$ cat src/rtl/rv_pkg.sv
// Shared constants and helpers for the rv_data_fifo stage and its storage.
package rv_pkg;

  localparam logic RV_RESET_DATA    = '0;
  localparam int   RV_DEFAULT_DEPTH = 8;

  // Pointer and level width: one extra bit so full and empty can be told apart.
  function automatic int rv_ptr_w(input int depth);
    return $clog2(depth) + 1;
  endfunction

  typedef logic [rv_ptr_w(RV_DEFAULT_DEPTH)-1:0] rv_level_t;

endpackage

$ cat src/rtl/rv_fifo_mem.sv
// Storage array for rv_data_fifo: synchronous write, asynchronous read, async clear to zero.
module rv_fifo_mem
  import rv_pkg::*;
#(
  parameter int WIDTH = 32,
  parameter int DEPTH = 8
) (
  input  logic                       clock,
  input  logic                       reset,
  input  logic                       we,
  input  logic [$clog2(DEPTH)-1:0]   waddr,
  input  logic [WIDTH-1:0]           wdata,
  input  logic [$clog2(DEPTH)-1:0]   raddr,
  output logic [WIDTH-1:0]           rdata
);

  logic [WIDTH-1:0] mem [DEPTH];

  always_ff @(posedge clock or posedge reset) begin
    if (reset) begin
      for (int i = 0; i < DEPTH; i++) mem[i] <= {WIDTH{RV_RESET_DATA}};
    end else if (we) begin
      mem[waddr] <= wdata;
    end
  end

  assign rdata = mem[raddr];

endmodule

$ cat src/rtl/rv_data_fifo.sv
// Ready/valid FIFO stage absorbing consumer back-pressure.
// Optional statistics (hwm, full_cyc) are built when RV_DATA_FIFO_STATS_EN is defined.
module rv_data_fifo
  import rv_pkg::*;
#(
  parameter int WIDTH        = 32,
  parameter int DEPTH        = 8,
  parameter int AFULL_THRESH = 6
) (
  input  logic                          clock,
  input  logic                          reset,
  input  logic [WIDTH-1:0]              i_data,
  input  logic                          i_data_valid,
  output logic                          i_data_ready,
  output logic [WIDTH-1:0]              o_data,
  output logic                          o_data_valid,
  input  logic                          o_data_ready,
  output logic [rv_ptr_w(DEPTH)-1:0]    level,
`ifdef RV_DATA_FIFO_STATS_EN
  output logic [rv_ptr_w(DEPTH)-1:0]    hwm,
  output logic [31:0]                   full_cyc,
`endif
  output logic                          almost_full
);

  localparam int PW = $clog2(DEPTH);
  localparam int LW = rv_ptr_w(DEPTH);
  localparam logic [LW-1:0] DEPTH_L = LW'(DEPTH);
  localparam logic [LW-1:0] AFULL_L = LW'(AFULL_THRESH);

  typedef logic [LW-1:0] level_t;

  level_t wr_ptr, rd_ptr, level_q, level_nxt;
  logic   push, pop, full;

  // Ready depends only on registered pointers, so a pop never frees a slot in the same cycle.
  assign full         = (wr_ptr[PW] != rd_ptr[PW]) && (wr_ptr[PW-1:0] == rd_ptr[PW-1:0]);
  assign i_data_ready = !reset && !full;
  assign o_data_valid = (level_q != '0);
  assign push         = i_data_valid && i_data_ready;
  assign pop          = o_data_valid && o_data_ready;

  always_comb begin
    level_nxt = level_q;
    case ({push, pop})
      2'b10:   level_nxt = level_q + LW'(1);
      2'b01:   level_nxt = level_q - LW'(1);
      default: level_nxt = level_q;
    endcase
  end

  always_ff @(posedge clock or posedge reset) begin
    if (reset) begin
      wr_ptr  <= '0;
      rd_ptr  <= '0;
      level_q <= '0;
    end else begin
      if (push) wr_ptr <= wr_ptr + LW'(1);
      if (pop)  rd_ptr <= rd_ptr + LW'(1);
      level_q <= level_nxt;
    end
  end

  assign level       = level_q;
  assign almost_full = (level_q >= AFULL_L);

  rv_fifo_mem #(
    .WIDTH (WIDTH),
    .DEPTH (DEPTH)
  ) u_mem (
    .clock (clock),
    .reset (reset),
    .we    (push),
    .waddr (wr_ptr[PW-1:0]),
    .wdata (i_data),
    .raddr (rd_ptr[PW-1:0]),
    .rdata (o_data)
  );

`ifdef RV_DATA_FIFO_STATS_EN
  level_t      hwm_q;
  logic [31:0] full_cyc_q;

  // Tracking the next level keeps hwm equal to the peak level already visible.
  always_ff @(posedge clock or posedge reset) begin
    if (reset) begin
      hwm_q      <= '0;
      full_cyc_q <= '0;
    end else begin
      if (level_nxt > hwm_q) hwm_q <= level_nxt;
      if (i_data_valid && (level_q == DEPTH_L) && (full_cyc_q != 32'hFFFF_FFFF))
        full_cyc_q <= full_cyc_q + 32'd1;
    end
  end

  assign hwm      = hwm_q;
  assign full_cyc = full_cyc_q;
`endif

endmodule
$ cat config.mk
export PLATFORM = sky130hd
export DESIGN_NAME = rv_data_fifo
export DESIGN_NICKNAME = d
export VERILOG_FILES = /design/src/rtl/rv_pkg.sv /design/src/rtl/rv_fifo_mem.sv /design/src/rtl/rv_data_fifo.sv
export SDC_FILE = /design/constraint.sdc
export NUM_CORES = 1
export LEC_CHECK = 0
export CAP_MARGIN = 20
export CORE_MARGIN = 5
export CORE_UTILIZATION = 50
export DETAILED_ROUTE_END_ITERATION = 16
export DONT_BUFFER_PORTS = 1
export PLACE_DENSITY = 0.68
export SLEW_MARGIN = 20
export SYNTH_ARGS = -nofsm -noshare
export SYNTH_HDL_FRONTEND = slang
export SYNTH_SLANG_ARGS = --single-unit
export TNS_END_PERCENT = 30
$ cat constraint.sdc
create_clock -name clock -period 8.35 [get_ports clock]
set_clock_uncertainty 0.15 [all_clocks]
set_input_delay 0.4175 -clock clock [delete_from_list [all_inputs] [get_ports clock]]
set_output_delay 0.4175 -clock clock [all_outputs]
set_load 0.005 [all_outputs]
==> results_dict.tcl <==
set metrics [dict create \
    swShare_pct 29.3 \
    synth.distinct_cells 38 \
    area_growth_pct 12.5 \
    post-route-util_pct 56.9 \
    syn_avg_cell_area_sq_um 16.7 \
    ys_ff_latch 268 \
    fin_nets 796 \
    placementRows 57 \
    rsz0062_at_grt "no" \
    worst-r2r-cell-count 6 \
    leakagePower_uw 0.00603 \
    detail_route.wl_per_cell_um 22.5 \
    wirelength_um 24700 \
    dpl.hpwl_um 14500 \
    place_congestion 0.719 \
    initial_core_util_pct 50.6 \
    ant_nets 0 \
    io_buffers 0 \
    grt_max_degree 122 \
    cts.path.max_buffers 3 \
    cp-start-kind "flip-flop" \
    synth_cells 736 \
    timing.fmax_mhz 277 \
    drive_above_1_share_pct 53.4 \
    drv_cap 0 \
    end_kind "flip-flop" \
    synth_edf_count 0 \
    power_frac_clock_pct 22.7 \
    whs_ns 0.111 \
    synth_nets 778 \
    cp.depth 6 \
    grt_pass1_wl_um 40400 \
    r2r_start "rd_ptr[1]" \
    power_density_nw_per_um2 404 \
    cpPeakStageDelay_ns 1.10 \
    crit_arrival_ns 3.88 \
    hold_class "input pin to flip-flop" \
    outcome "finished, final reports clean" \
    period_needed_ns 3.61 \
    timing.critical_path.buf_inv 2 \
    fp.dieH_um 167 \
    first_pass_iters 4 \
    seq_area_sq_um 6720 \
    multi_input_area_sq_um 5280 \
    num_vias 6455 \
    crit_end "u_mem.mem[45]" \
    yosysTopAreaCell "dfrtp_1" \
    die_w_um 167 \
    track_usage_pct 17.9 \
    slew_viol_final 0 \
    design_area_sq_um 13800 \
    cpLargestDelayFamily "flip-flops" \
    clock_latency_ns 0.53 \
    pwr-share-comb_pct 34.0 \
    place_area_sq_um 12500 \
    crit_fanout 68 \
    yosysSeqAreaShare_pct 54.6 \
    r2r-end "u_mem.mem[45]" \
    regToRegSetupSlack_ns 4.74 \
    p_int_uw 3940 \
    htreeDepth 1 \
    io_pins 75 \
    clkSlewWorstSetupHoldPaths_ns 0.06 \
    dieArea_sq_um 27800 \
    setup_viol 0 \
    grt.overflow.total 0 \
    p_seq_share_pct 43.3 \
    nFillCells 1880 \
    synth_area_sq_um 12300 \
    cp_cell_sequence "xor2_1 > o41ai_2 > buf_4 > nor4bb_4 > buf_4 > mux2_2" \
    drt-initial-drc-count 334 \
    p_sw_uw 1630 \
    crit_slowest_cell "dfrtp_4" \
    async_reset_ff_share_pct 100 \
    fin_tns_setup_ns 0 \
    criticalPathCategory "flip-flop to flip-flop" \
    grt_pass1_vias 7218 \
    maxSlewHeadroom_pct 26.0 \
    finalHoldViolCount 0 \
    fin_crit_sh_pct 43.3 \
    numCtsBuffers 29 \
    antenna_found_initial 4 \
    root_buffer "clkbuf_16" \
    viasPerCell 5.86 \
    synthFlopType "dfrtp_1" \
    worst_path_most_repeated_cell "buf_4" \
    cts_tree "done" \
    worstPathRequired_ns 8.61 \
    ir_drop_v 0.000167 \
    synthTopCellsByArea "dfrtp_1 55%, mux2_2 23%, mux4_2 12%" \
    synth_top_area_share_pct 54.6 \
    core_region_area_sq_um 24200 \
    ys.warnings.count 0 \
    drc_errors 0 \
    postCtsSetupBuffers 0 \
    cts.sinks 268 \
    critPathLaunch "rd_ptr[1]" \
    worstMarginPinSlew_ns 1.11 \
]
## registers in the layout, indices dropped and copies added, names as in the netlist
name / cells
wr_ptr: 4
u_mem.mem: 256
level: 4
rd_ptr: 4
## layout make-up
cell class,count,share of cell area [%]
tap,324,2.94
timing repair buffer,41,2.88
clock buffer,39,5.97
antenna,3,0.0544
multi-input combinational,407,38.3
sequential,268,48.7
clock inverter,12,0.997
inverter,7,0.245
## placed cells by master, fill, tap and decap left out, types with 2 or more instances in the layout
cell type / synthesis / final
clkbuf_16: 0 / 29
xor2_1: 7 / 7
diode_2: 0 / 3
buf_4: 4 / 6
nor4_1: 2 / 2
mux2_4: 30 / 30
inv_1: 7 / 6
nand2_1: 4 / 4
or4b_4: 0 / 2
bufinv_16: 0 / 3
mux2_2: 251 / 251
dfrtp_1: 268 / 265
nor2_4: 0 / 2
mux4_2: 64 / 64
ha_1: 5 / 5
xnor2_1: 5 / 5
clkinv_2: 0 / 8
dfrtp_4: 0 / 2
mux2_1: 9 / 9
clkbuf_1: 14 / 4
buf_6: 7 / 2
o21ai_0: 3 / 3
nor2_1: 4 / 2
clkbuf_8: 0 / 6
dlygate4sd3_1: 0 / 33
## metal layers
metal | GRT usage (%) | part of all wire (%)
met3 | 3.79 | 4.2
met5 | 0 | 0.028
met2 | 30.8 | 51
met4 | 4.34 | 2.4
met1 | 23.5 | 43
## metrics by stage
stage               worst slack, ns  power [uW]  cells
finish                         4.74        5570   1101
global route                   4.53        5900   1101
CTS                            4.59        5650   1098
detailed placement             4.61        4330   1014
global placement               4.71        4180   1014
floorplan                     0.401        3870    736
## worst min path at each step
stage	slack [ns]	depth (start not counted)	to	from
after floorplan	0.30	1	u_mem.mem[32]	u_mem.mem[32]
final	0.11	2	rd_ptr[0]	o_data_ready
after CTS	0.10	2	rd_ptr[0]	o_data_ready
after global placement	0.31	1	u_mem.mem[32]	u_mem.mem[32]
after global routing	0.14	2	rd_ptr[0]	o_data_ready
after detailed placement	0.33	1	u_mem.mem[246]	u_mem.mem[246]
## power groups by stage
stage          logic, uW  registers [uW]  clock network (uW)
3_3_place_gp        1820            2360                   0
6_report            1890            2410                1270
2_1_floorplan       1720            2150                   0
4_1_cts             1940            2410                1300
3_5_place_dp        1900            2430                   0
5_1_grt             2060            2490                1350
## cells by family after synthesis
kind of cell	synth area share [%]
AOI/OAI and AO/OA	0.428
xor gates and xnor gates	0.856
adders and majority gates	0.673
buffers and inverters	2.67
DFF	54.6
muxes	39.4
and+or+nand+nor	1.37
## Yosys cell counts (2+ instances only)
master    number
mux2_1         9
nand2_1        4
or4b_1         3
mux2_2       251
o21ai_0        3
xnor2_1        5
mux2_4        30
or4_1          2
xor2_1         7
nor3_1         2
clkbuf_1      14
buf_6          7
nor2_1         4
buf_4          4
ha_1           5
inv_1          7
dfrtp_1      268
buf_2         24
nor4_1         2
mux4_2        64
buf_1          4
## repair_timing
action | 4_1_cts | 5_1_grt
hold buffers | 33 | 0
hold endpoints to repair | 376 | 0
resized for setup | 0 | 0
Power figures use the tool's default switching activity.
